[src/rtl/rc4_phase_sequencer.sv]
// Runs the RC4 init, key-schedule shuffle and decrypt engines in order, owns the
// single-port S-RAM mux, and aborts any phase whose engine overruns the watchdog.
module rc4_phase_sequencer #(
  parameter int RAM_WIDTH      = 8,
  parameter int RAM_LENGTH     = 8,
  parameter int TIMEOUT_CYCLES = 4096
) (
  input  logic                  clk,
  input  logic                  reset,
  input  logic                  start,
  output logic                  busy,
  output logic                  done,
  output logic                  error,
  output logic [1:0]            phase,
  output logic                  init_start,
  output logic                  shuf_start,
  output logic                  dec_start,
  input  logic                  init_finished,
  input  logic                  shuf_finished,
  input  logic                  dec_finished,
  input  logic [RAM_LENGTH-1:0] init_addr,
  input  logic [RAM_LENGTH-1:0] shuf_addr,
  input  logic [RAM_LENGTH-1:0] dec_addr,
  input  logic [RAM_WIDTH-1:0]  init_data,
  input  logic [RAM_WIDTH-1:0]  shuf_data,
  input  logic [RAM_WIDTH-1:0]  dec_data,
  input  logic                  init_we,
  input  logic                  shuf_we,
  input  logic                  dec_we,
  output logic [RAM_LENGTH-1:0] ram_address,
  output logic [RAM_WIDTH-1:0]  ram_in,
  output logic                  ram_wren
);

  localparam int WD_W = (TIMEOUT_CYCLES > 2) ? $clog2(TIMEOUT_CYCLES) : 1;
  localparam logic [WD_W-1:0] WD_LAST = WD_W'(TIMEOUT_CYCLES - 1);

  typedef enum logic [3:0] {
    IDLE,
    INIT_GO,
    INIT_RUN,
    SHUF_GO,
    SHUF_RUN,
    DEC_GO,
    DEC_RUN,
    DONE,
    ERROR
  } state_t;

  state_t          state;
  state_t          next_state;
  logic [WD_W-1:0] watchdog;
  logic            wd_expired;

  logic            next_busy;
  logic            next_done;
  logic            next_error;
  logic [1:0]      next_phase;
  logic            next_init_start;
  logic            next_shuf_start;
  logic            next_dec_start;

  assign wd_expired = (watchdog == WD_LAST);

  // Finished outranks the watchdog, so an engine completing on the last allowed cycle still passes.
  always_comb begin
    next_state = state;
    case (state)
      IDLE, DONE, ERROR: if (start) next_state = INIT_GO;
      INIT_GO:  next_state = INIT_RUN;
      INIT_RUN: begin
        if (init_finished)   next_state = SHUF_GO;
        else if (wd_expired) next_state = ERROR;
      end
      SHUF_GO:  next_state = SHUF_RUN;
      SHUF_RUN: begin
        if (shuf_finished)   next_state = DEC_GO;
        else if (wd_expired) next_state = ERROR;
      end
      DEC_GO:   next_state = DEC_RUN;
      DEC_RUN: begin
        if (dec_finished)    next_state = DONE;
        else if (wd_expired) next_state = ERROR;
      end
      default:  next_state = IDLE;
    endcase
  end

  // Outputs are decoded from the next state and registered, so they are glitch-free flops.
  always_comb begin
    next_busy       = 1'b0;
    next_done       = 1'b0;
    next_error      = 1'b0;
    next_phase      = 2'd0;
    next_init_start = 1'b0;
    next_shuf_start = 1'b0;
    next_dec_start  = 1'b0;
    case (next_state)
      INIT_GO: begin
        next_busy       = 1'b1;
        next_phase      = 2'd1;
        next_init_start = 1'b1;
      end
      INIT_RUN: begin
        next_busy  = 1'b1;
        next_phase = 2'd1;
      end
      SHUF_GO: begin
        next_busy       = 1'b1;
        next_phase      = 2'd2;
        next_shuf_start = 1'b1;
      end
      SHUF_RUN: begin
        next_busy  = 1'b1;
        next_phase = 2'd2;
      end
      DEC_GO: begin
        next_busy      = 1'b1;
        next_phase     = 2'd3;
        next_dec_start = 1'b1;
      end
      DEC_RUN: begin
        next_busy  = 1'b1;
        next_phase = 2'd3;
      end
      DONE:    next_done  = 1'b1;
      ERROR:   next_error = 1'b1;
      default: next_busy  = 1'b0;
    endcase
  end

  always_ff @(posedge clk) begin
    if (reset) begin
      state      <= IDLE;
      busy       <= 1'b0;
      done       <= 1'b0;
      error      <= 1'b0;
      phase      <= 2'd0;
      init_start <= 1'b0;
      shuf_start <= 1'b0;
      dec_start  <= 1'b0;
    end else begin
      state      <= next_state;
      busy       <= next_busy;
      done       <= next_done;
      error      <= next_error;
      phase      <= next_phase;
      init_start <= next_init_start;
      shuf_start <= next_shuf_start;
      dec_start  <= next_dec_start;
    end
  end

  // Watchdog restarts at every hand-off and saturates rather than wrapping.
  always_ff @(posedge clk) begin
    if (reset) begin
      watchdog <= '0;
    end else begin
      case (state)
        INIT_GO, SHUF_GO, DEC_GO: watchdog <= '0;
        INIT_RUN, SHUF_RUN, DEC_RUN: begin
          if (watchdog != {WD_W{1'b1}}) watchdog <= watchdog + 1'b1;
        end
        default: begin
          if (start) watchdog <= '0;
        end
      endcase
    end
  end

  // Purely combinational pass-through keeps each engine's read latency unchanged.
  always_comb begin
    ram_address = '0;
    ram_in      = '0;
    ram_wren    = 1'b0;
    case (phase)
      2'd1: begin
        ram_address = init_addr;
        ram_in      = init_data;
        ram_wren    = init_we;
      end
      2'd2: begin
        ram_address = shuf_addr;
        ram_in      = shuf_data;
        ram_wren    = shuf_we;
      end
      2'd3: begin
        ram_address = dec_addr;
        ram_in      = dec_data;
        ram_wren    = dec_we;
      end
      default: ram_wren = 1'b0;
    endcase
  end

endmodule

[config.mk]
export PLATFORM = sky130hd
export DESIGN_NAME = rc4_phase_sequencer
export DESIGN_NICKNAME = d
export VERILOG_FILES = /design/src/rtl/rc4_phase_sequencer.sv
export SDC_FILE = /design/constraint.sdc
export NUM_CORES = 1
export LEC_CHECK = 0
export BUFFER_PORTS_ARGS = -buffer_cell sky130_fd_sc_hd__buf_2
export CAP_MARGIN = 40
export CORE_UTILIZATION = 45
export CTS_CLUSTER_DIAMETER = 200
export DETAILED_ROUTE_END_ITERATION = 7
export PLACE_DENSITY = 0.82
export SLEW_MARGIN = 10
export SYNTH_ARGS = -nofsm -noshare
export SYNTH_HDL_FRONTEND = slang
export SYNTH_SLANG_ARGS = --single-unit
[constraint.sdc]
create_clock -name clk -period 2.4 [get_ports clk]
set_input_delay 0.72 -clock clk [delete_from_list [all_inputs] [get_ports clk]]
set_output_delay 0.72 -clock clk [all_outputs]
set_load 0.03 [all_outputs]
==> flow_summary_export.csv, run 1 <==
group,metric,value,unit
timing,min_period,2.29,ns
setup_path,rr_worst_depth,6,
logic_synthesis,syn_area,0.00158,mm^2
timing,slew_viol_final,0,
power,power.switching,0.776,mW
timing,setup_viol,0,
timing,fin_crit_sh,0.955,
clock_network,postCtsHoldBufs,0,
drt,first_pass_iters,4,
logic_synthesis,post_synth.cell_area_avg,8.93,um^2
setup_path,critPathMaxFanout,11,
logic_synthesis,yosys.cell_types.count,52,
layout,post-route-cell-area,0.00207,mm^2
logic_synthesis,synthArstFlopShare,0,
setup_path,r2r-start,"watchdog[0]",
global_routing,antenna_found_initial,0,
drt,drtIter0Drc,46,
global_routing,grt_pass1_vias,1277,
floorplanning,initial_utilization,0.470,
power,power_frac_comb,0.610,
clock_network,cts_setup_buffers,0,
timing,slew_headroom,0.672,
clock_network,htreeDepth,1,
clock_network,cts_tree,"yes",
clock_network,numClockSinks,24,
drt,final_antenna_net_count,0,
clock_network,ctsRootBufferMaster,"clkbuf_4",
global_routing,grt_max_degree,19,
clock_network,clkTransAtPathRegs,0.11,ns
drt,post_drt_via_cell_ratio,5.39,
power,leakage,0.952,nW
drt,wl_per_cell,13.1,um
timing,finalHoldViolations,0,
hold_path,whs_path_depth,2,
timing,whs,0.496,ns
placed_design,port_buffers,81,
power,internal_power,0.918,mW
floorplanning,pin_count,82,
logic_synthesis,synth_fp_nets,235,
flow_run,cap_viol_max_count,0,
logic_synthesis,seq_area_frac_synth,0.304,
placed_design,hpwl,3160,um
drt,drc_errors,0,
power,pwr-share-clk,0.098,
power,ir_drop,563,uV
layout,drive_gt1_frac,0.486,
setup_path,r2r_end,"shuf_start",
clock_network,numCtsBuffers,3,
logic_synthesis,ys_warn_count,0,
hold_path,min_path_type,"register to register",
logic_synthesis,synth_area_leader_cell,"dfxtp_1",
power,power.share.switching,0.458,
floorplanning,rows,21,
setup_path,cp.arrival,1.57,ns
timing,worst_pin_slew,0.492,ns
logic_synthesis,ys_ff_latch,24,
clock_network,cts_buffer_depth,2,
global_routing,grtUsageTotal,0.199,
drt,wirelength,3950,um
drt,vias,1629,
setup_path,end_kind,"primary output",
logic_synthesis,synth_area_leaders,"dfxtp_1 (30%), mux2_2 (12%), a22o_1 (9.4%)",
power,pwr-share-seq,0.292,
floorplanning,fp.dieW,61.3,um
floorplanning,die_area,0.00375,mm^2
layout,fin_nets,315,
timing,skew,0.00183,ns
setup_path,start_kind,"register",
run_status,status,"complete, no violations",
power,powerDensity,817,mW/mm^2
timing,fmax,0.436,GHz
floorplanning,die_y,61.3,um
hold_path,min_from,"watchdog[1]",
clock_network,clk-insertion-delay-late,0.30,ns
clock_network,cts_resized,0,
hold_path,min_to,"watchdog[1]",
layout,syn2layout_area_growth,31.2,%
setup_path,cp.required,1.68,ns
logic_synthesis,synthCells,177,
logic_synthesis,synth_edf_count,0,
floorplanning,core_area,0.00336,mm^2
global_routing,overflow,0,
logic_synthesis,synth_top_area_share,0.304,
placed_design,gp_congestion,0.754,
logic_synthesis,synth_top_flop_cell,"dfxtp_1",
setup_path,reg2reg_setup_slack,0.40,ns
placed_design,placed_area,0.00204,mm^2
global_routing,grt_pass1_wl,5470,um
setup_path,worstSetupPathType,"register to primary output",
state kept, by name (all words and copies together) (netlist names):
signal      flops
done            1
watchdog       12
busy            1
shuf_start      1
state           4
phase           2
dec_start       1
init_start      1
error           1
how the worst max path moves through the flow:
stage	from	end	slack, ns	cells past startpoint
after global placement	dec_data[2]	ram_in[2]	0.21	4
final	phase[1]	ram_address[3]	0.11	4
after floorplan	phase[1]	ram_wren	0.08	4
after detailed placement	dec_data[2]	ram_in[2]	0.20	4
after global routing	phase[1]	ram_wren	-0.01	5
after CTS	phase[1]	ram_address[3]	0.09	4
critical path, cell delays in order, from the launching register on:
cell and delay (ns):
dfxtp_1 0.35, buf_4 0.19, mux2_2 0.35, a22o_2 0.21, buf_2 0.17
area by class of cell:
cell class                      instances  area (um^2)
Inverter                                3         11.3
Sequential cell                        24          480
Timing Repair Buffer                   86          447
Clock buffer                            3         22.5
Multi-Input combinational cell        139         1050
Antenna cell                            1         2.50
Tap cell                               46         57.6
Fill cell                             321         1290
cell usage in the layout, fill, tap and decap left out, types with 2 or more instances in the layout:
master,n
a211oi_1,2
a21oi_1,11
a22o_1,7
a22o_2,10
and3_1,4
and3b_1,2
and4_1,2
buf_2,81
buf_4,4
clkbuf_4,3
dfxtp_1,24
inv_1,3
mux2_2,17
nand2_1,10
nand2b_1,3
nand3_1,3
nor2_1,12
nor2b_1,2
nor3_1,3
o211ai_1,2
o21ai_0,6
o2bb2ai_1,2
or3_1,8
xnor2_1,2
xor2_1,4
logic make-up (layout without fill, tap and decap cells):
kind of cell    Yosys count  count (layout)  share of synthesized area
compound gates           55              55                      0.276
flops                    24              24                      0.304
xor+xnor                  6               6                     0.0333
simple gates             60              60                      0.220
fa+ha+maj                 1               1                    0.00792
other cells               0               1                          0
mux                      17              17                      0.121
buf+inv                  14              92                     0.0380
through the flow:
step	setup TNS (ns)	utilization	setup slack (ns)	power [mW]	std cells
CTS	0	0.615	0.0932	1.70	301
finish	0	0.616	0.109	1.69	302
floorplan	0	-	0.0820	1.29	177
global placement	0	0.608	0.207	1.53	298
global route	-0.0468	0.616	-0.0122	1.83	301
detailed placement	0	0.608	0.201	1.54	298
Yosys cell counts, types with 4 or more instances:
cell type   n
and3_1      4
or3_1       8
nor2_1     12
a21oi_1    11
a22o_1     17
clkbuf_1    6
xor2_1      4
dfxtp_1    24
nand2_1    10
o21ai_0     6
mux2_2     17
power by group through the flow:
stage	clock, mW	sequential [mW]	combinational, mW
2_1_floorplan	0	0.530	0.758
3_3_place_gp	0	0.502	1.03
3_5_place_dp	0	0.503	1.03
4_1_cts	0.174	0.493	1.04
5_1_grt	0.193	0.502	1.13
6_report	0.166	0.494	1.03
per-layer routing:
layer	share of wire	routed length (um)	track usage
met1	0.41	1630	0.223
met4	0.013	53	0.0942
met2	0.51	2020	0.370
met5	0	0	0
met3	0.063	247	0.0252
No activity file was read; power rests on OpenSTA's default activity.
==> run 2: changes to the inputs <==
- CORE_UTILIZATION: 45 -> 30
- PLACE_DENSITY: 0.82 -> 0.59
- SETUP_SLACK_MARGIN: not set -> 0.15
==> run 2 against run 1 <==
- sequential power increased by 3%
- register-to-register slack got worse by 0.03 ns
- design area increased by 12%
- routed wire length increased by 10%
- maximum frequency increased by 2.4%
- clock-buffer cell count unchanged
- power increased by 24%
- critical endpoint is now ram_address[5]
- first-iteration DRC count decreased by 33%
- global-route usage decreased by 5.8 points
- via count increased by 3.3%
==> flow_summary_export.csv, run 2 (synthesis results as in run 1) <==
group,metric,value,unit
setup_path,start_kind,"register",
setup_path,critPathMaxFanout,7,
floorplanning,initial_utilization,0.311,
setup_path,cp.required,1.68,ns
global_routing,grt_util_met2,0.260,
layout,drive_gt1_frac,0.498,
clock_network,ctsRootBufferMaster,"clkbuf_8",
placed_design,port_buffers,81,
clock_network,clkTransAtPathRegs,0.09,ns
setup_path,cp.arrival,1.52,ns
floorplanning,fp.dieW,74.6,um
drt,wl_per_cell,13.2,um
timing,min_period,2.24,ns
power,power.share.switching,0.409,
clock_network,numClockSinks,24,
layout,layout_common_cells,"buf_2 (67), dfxtp_1 (23), buf_6 (14), nor2_1 (12)",
clock_network,cts_buffer_depth,2,
layout,final_common_cell,"buf_2",
layout,syn2layout_area_growth,46.8,%
timing,fmax,0.447,GHz
power,leakage,1.04,nW
placed_design,gp_congestion,0.849,
layout,reg_top3,"watchdog (12), state (4), phase (2)",
timing,whs,0.484,ns
timing,tns,0,ns
power,internal_power,1.24,mW
timing,slew_headroom,0.724,
setup_path,path_delay_family,"flip-flops",
placed_design,placed_area,0.00209,mm^2
global_routing,grtUsageTotal,0.141,
drt,vias,1683,
layout,largest_register,"watchdog",
drt,wirelength,4350,um
global_routing,grt_pass1_wl,6050,um
global_routing,busiest_layer,"met2",
flow_run,cap_viol_max_count,0,
timing,slew_viol_final,0,
power,ir_drop,396,uV
clock_network,cts_tree,"yes",
clock_network,htreeDepth,1,
timing,rsz0062_at_grt,"yes",
power,power.switching,0.862,mW
drt,final_antenna_net_count,0,
layout,post-route-cell-area,0.00232,mm^2
floorplanning,core_area,0.00507,mm^2
layout,diodes,0,
hold_path,min_path_type,"register to register",
global_routing,grt_pass1_vias,1337,
floorplanning,pin_count,82,
power,pwr-share-clk,0.171,
drt,drc_errors,0,
power,pwr-share-seq,0.241,
floorplanning,die_area,0.00556,mm^2
timing,worst_pin_slew,0.413,ns
timing,fin_crit_sh,0.932,
global_routing,met3_usage,0.0122,
global_routing,overflow,0,
setup_path,timing.critical_path.buf_inv,2,
layout,fin_nets,318,
timing,setup_viol,0,
floorplanning,die_y,74.6,um
placed_design,hpwl,3170,um
clock_network,clk-insertion-delay-late,0.27,ns
setup_path,slowest_delay,0.42,ns
layout,largest_reg_flops,12,
timing,finalHoldViolations,0,
drt,first_pass_iters,4,
global_routing,grt_max_degree,19,
power,power_frac_comb,0.588,
setup_path,end_kind,"primary output",
drt,post_drt_via_cell_ratio,5.12,
clock_network,numCtsBuffers,3,
setup_path,crit_slowest_cell,"dfxtp_4",
clock_network,postCtsHoldBufs,0,
timing,skew,0.00437,ns
floorplanning,rows,26,
power,powerDensity,908,mW/mm^2
setup_path,cp_cell_sequence,"clkbuf_16 > mux2_4 > a22o_4 > buf_6",
setup_path,worstSetupPathType,"register to primary output",
global_routing,antenna_found_initial,0,
drt,drtIter0Drc,31,
run_status,status,"complete, no violations",
global_routing,met1_usage,0.166,
[run 2: cell count changes in the layout (fill, tap and decap cells not counted), sizes merged]
cell / previous run / this run
buf: 86 / 87
bufinv: 0 / 1
clkbuf: 3 / 5
diode: 1 / 0
[run 2: final timing paths]
path                          to  cells after the start         from  slack (ns)
hold reg to reg      watchdog[1]                      2  watchdog[1]        0.48
hold / removal       watchdog[1]                      2  watchdog[1]        0.48
setup reg to reg      init_start                      6  watchdog[0]        0.37
setup / recovery  ram_address[5]                      4     phase[1]        0.16
[run 2: stage by stage]
stage | power [mW] | setup slack (ns) | util | cells
after global routing | 2.23 | 0.119 | 0.457 | 329
after CTS | 1.95 | 0.141 | 0.429 | 327
after floorplan | 1.29 | 0.164 | - | 177
after global placement | 1.57 | 0.199 | 0.411 | 322
after detailed placement | 1.57 | 0.200 | 0.411 | 322
final | 2.11 | 0.163 | 0.457 | 329
[run 2: power groups by stage]
| stage | Combinational (mW) | Sequential (mW) | Clock (mW) |
|---|---|---|---|
| 6_report | 1.24 | 0.508 | 0.360 |
| 5_1_grt | 1.32 | 0.516 | 0.385 |
| 4_1_cts | 1.08 | 0.504 | 0.370 |
| 3_5_place_dp | 1.05 | 0.517 | 0 |
| 3_3_place_gp | 1.05 | 0.518 | 0 |
| 2_1_floorplan | 0.758 | 0.531 | 0 |
[run 2: tightest hold or removal path, delay by kind of cell (launching register included)]
kind | cells | cell delay [ns]
AO/OA/AOI/OAI | 1 | 0.05
flip-flops | 1 | 0.34
AND/OR/NAND/NOR | 1 | 0.06
[run 2: layout make-up]
cell class              count  area, um^2
multi-input cells         139        1080
repair buffers             89         583
well taps                  70        87.6
inverters                   3        11.3
flip-flops and latches     24         484
fillers                   495        2760
clock buffers               3        41.3
clock inverters             1        30.0
[run 2: metal layers]
metal | part of all wire | vias up
met4 | 0.015 | 0
met2 | 0.49 | 62
met1 | 0.43 | 775
li1 | - | 841
met5 | 0 | -
met3 | 0.062 | 5
[run 2: timing repair]
| action | in CTS | in global routing |
|---|---|---|
| gates cloned | 0 | 1 |
| pin swaps | 0 | 1 |
| gates resized for setup | 5 | 43 |
| setup buffers | 1 | 1 |
| endpoints found under the setup margin | 11 | 14 |
==> run 3: changes to the inputs <==
- CORE_MARGIN: not set -> 3
==> run 3 against run 2 <==
- routed wire length grew 3.2%
- global-route usage shrank 1.2 points
- largest power group unchanged
- sequential power grew 1%
- clock skew grew 0.0024 ns
- core utilization grew 1.6 points
- hold slack gained 0.0022 ns
- largest cell class unchanged
- maximum frequency grew 0.33%
- highest routed layer unchanged
- final cell count shrank 0.61%
==> flow_summary_export.csv, run 3 (synthesis results as in run 1) <==
group,metric,value,unit
clock_network,clkTransAtPathRegs,0.09,ns
layout,seq_area,484,um^2
drt,first_pass_iters,4,
power,ir_drop,358,uV
timing,slew_viol_final,0,
setup_path,critPathMaxFanout,5,
layout,fin_nets,319,
placed_design,placed_area,0.00207,mm^2
drt,drtIter0Drc,36,
placed_design,dp.cells,319,
setup_path,cp_cell_sequence,"clkbuf_16 > mux2_2 > a22o_2 > buf_6",
floorplanning,core_area,0.00491,mm^2
setup_path,worstSetupPathType,"register to primary output",
timing,min_period,2.23,ns
floorplanning,die_y,78.6,um
power,leakage,1.02,nW
setup_path,cp.arrival,1.51,ns
floorplanning,fp.dieW,78.6,um
layout,layout_common_cells,"buf_2 (67), dfxtp_1 (23), mux2_2 (17), buf_6 (15), nor2_1 (12)",
placed_design,place_ws,0.201,ns
setup_path,end_kind,"primary output",
setup_path,worstSetupStartpoint,"phase[1]",
placed_design,gp_congestion,0.829,
timing,fmax,0.448,GHz
global_routing,grt_pass1_wl,6590,um
clock_network,ctsRootBufferMaster,"clkbuf_8",
floorplanning,pin_count,82,
global_routing,antenna_found_initial,0,
clock_network,numClockSinks,24,
timing,slew_headroom,0.716,
flow_run,cap_viol_max_count,0,
drt,drc_errors,0,
timing,setup_viol,0,
layout,final_common_cell,"buf_2",
timing,skew,0.00679,ns
layout,largest_register,"watchdog",
floorplanning,initial_utilization,0.322,
setup_path,slowest_delay,0.42,ns
floorplanning,rows,25,
clock_network,postCtsHoldBufs,0,
layout,reg_top3,"watchdog (12), state (4), phase (2)",
layout,diodes,0,
drt,wirelength,4490,um
timing,tns,0,ns
layout,stdcell_count,327,
clock_network,numCtsBuffers,3,
setup_path,r2r_end,"init_start",
setup_path,start_kind,"register",
clock_network,htreeDepth,1,
setup_path,rr_worst_depth,6,
global_routing,grt_pass1_vias,1492,
setup_path,cp.required,1.68,ns
hold_path,min_path_type,"register to register",
drt,post_drt_via_cell_ratio,5.16,
timing,finalHoldViolations,0,
clock_network,clk-insertion-delay-late,0.27,ns
global_routing,overflow,0,
drt,wl_per_cell,13.7,um
placed_design,hpwl,3280,um
placed_design,port_buffers,81,
layout,post-route-cell-area,0.00232,mm^2
setup_path,critPathCapture,"ram_in[6]",
layout,fill_cells,478,
layout,syn2layout_area_growth,47.0,%
layout,largest_reg_flops,12,
floorplanning,die_area,0.00617,mm^2
power,powerDensity,912,mW/mm^2
timing,worst_slack,0.170,ns
drt,final_antenna_net_count,0,
global_routing,grt_max_degree,19,
layout,multi_input_area,0.00106,mm^2
timing,worst_pin_slew,0.425,ns
setup_path,reg2reg_setup_slack,0.42,ns
setup_path,crit_slowest_cell,"dfxtp_4",
clock_network,cts_buffer_depth,2,
layout,final_core_util,0.473,
timing,fin_crit_sh,0.929,
layout,drive_gt1_frac,0.504,
power,power.total,2.12,mW
timing,whs,0.486,ns
setup_path,r2r-start,"watchdog[0]",
clock_network,cts_tree,"yes",
drt,vias,1687,
global_routing,grtUsageTotal,0.129,
run_status,status,"complete, no violations",
timing,rsz0062_at_grt,"yes",
==> run 3: cell count changes in the layout (fill, tap and decap cells not counted), sizes merged <==
cell,previous run,this run
buf,87,88
==> run 3: per-layer routing <==
| layer | global-route usage | routed length, um |
|---|---|---|
| met2 | 0.237 | 2170 |
| met4 | 0.0472 | 63 |
| met3 | 0.0287 | 389 |
| met1 | 0.143 | 1860 |
| met5 | 0 | 0 |
==> run 3: worst min path at each step <==
stage,from,to,depth (start not counted)
final,watchdog[1],watchdog[1],2
after floorplan,watchdog[1],watchdog[1],2
after global routing,watchdog[1],watchdog[1],2
after CTS,watchdog[1],watchdog[1],2
after global placement,watchdog[1],watchdog[1],2
after detailed placement,watchdog[1],watchdog[1],2
==> run 3: final cells by class <==
| type | instances | area share |
|---|---|---|
| clock inverter | 1 | 0.0129 |
| inverter | 3 | 0.00485 |
| multi-input combinational | 139 | 0.456 |
| clock buffer | 3 | 0.0178 |
| sequential | 24 | 0.209 |
| timing repair buffer | 90 | 0.263 |
| tap | 67 | 0.0361 |
==> run 3: power breakdown <==
group          leakage [nW]  switching [mW]  total (mW)  internal (mW)
combinational         0.792           0.663        1.25          0.583
clock                0.0357           0.134       0.357          0.223
sequential            0.196          0.0663       0.514          0.447
==> run 3: worst max-delay path: cells and delay by family (launching register included) <==
kind	cells	cell delay, ns
compound gates	1	0.21
buf+inv	2	0.29
flops	1	0.42
mux	1	0.32
==> run 3: repair_timing <==
action / CTS / global route
cloned: 0 / 3
gates resized for setup: 4 / 44
setup endpoints to repair: 17 / 12
setup buffers: 0 / 1
pin swaps: 0 / 1
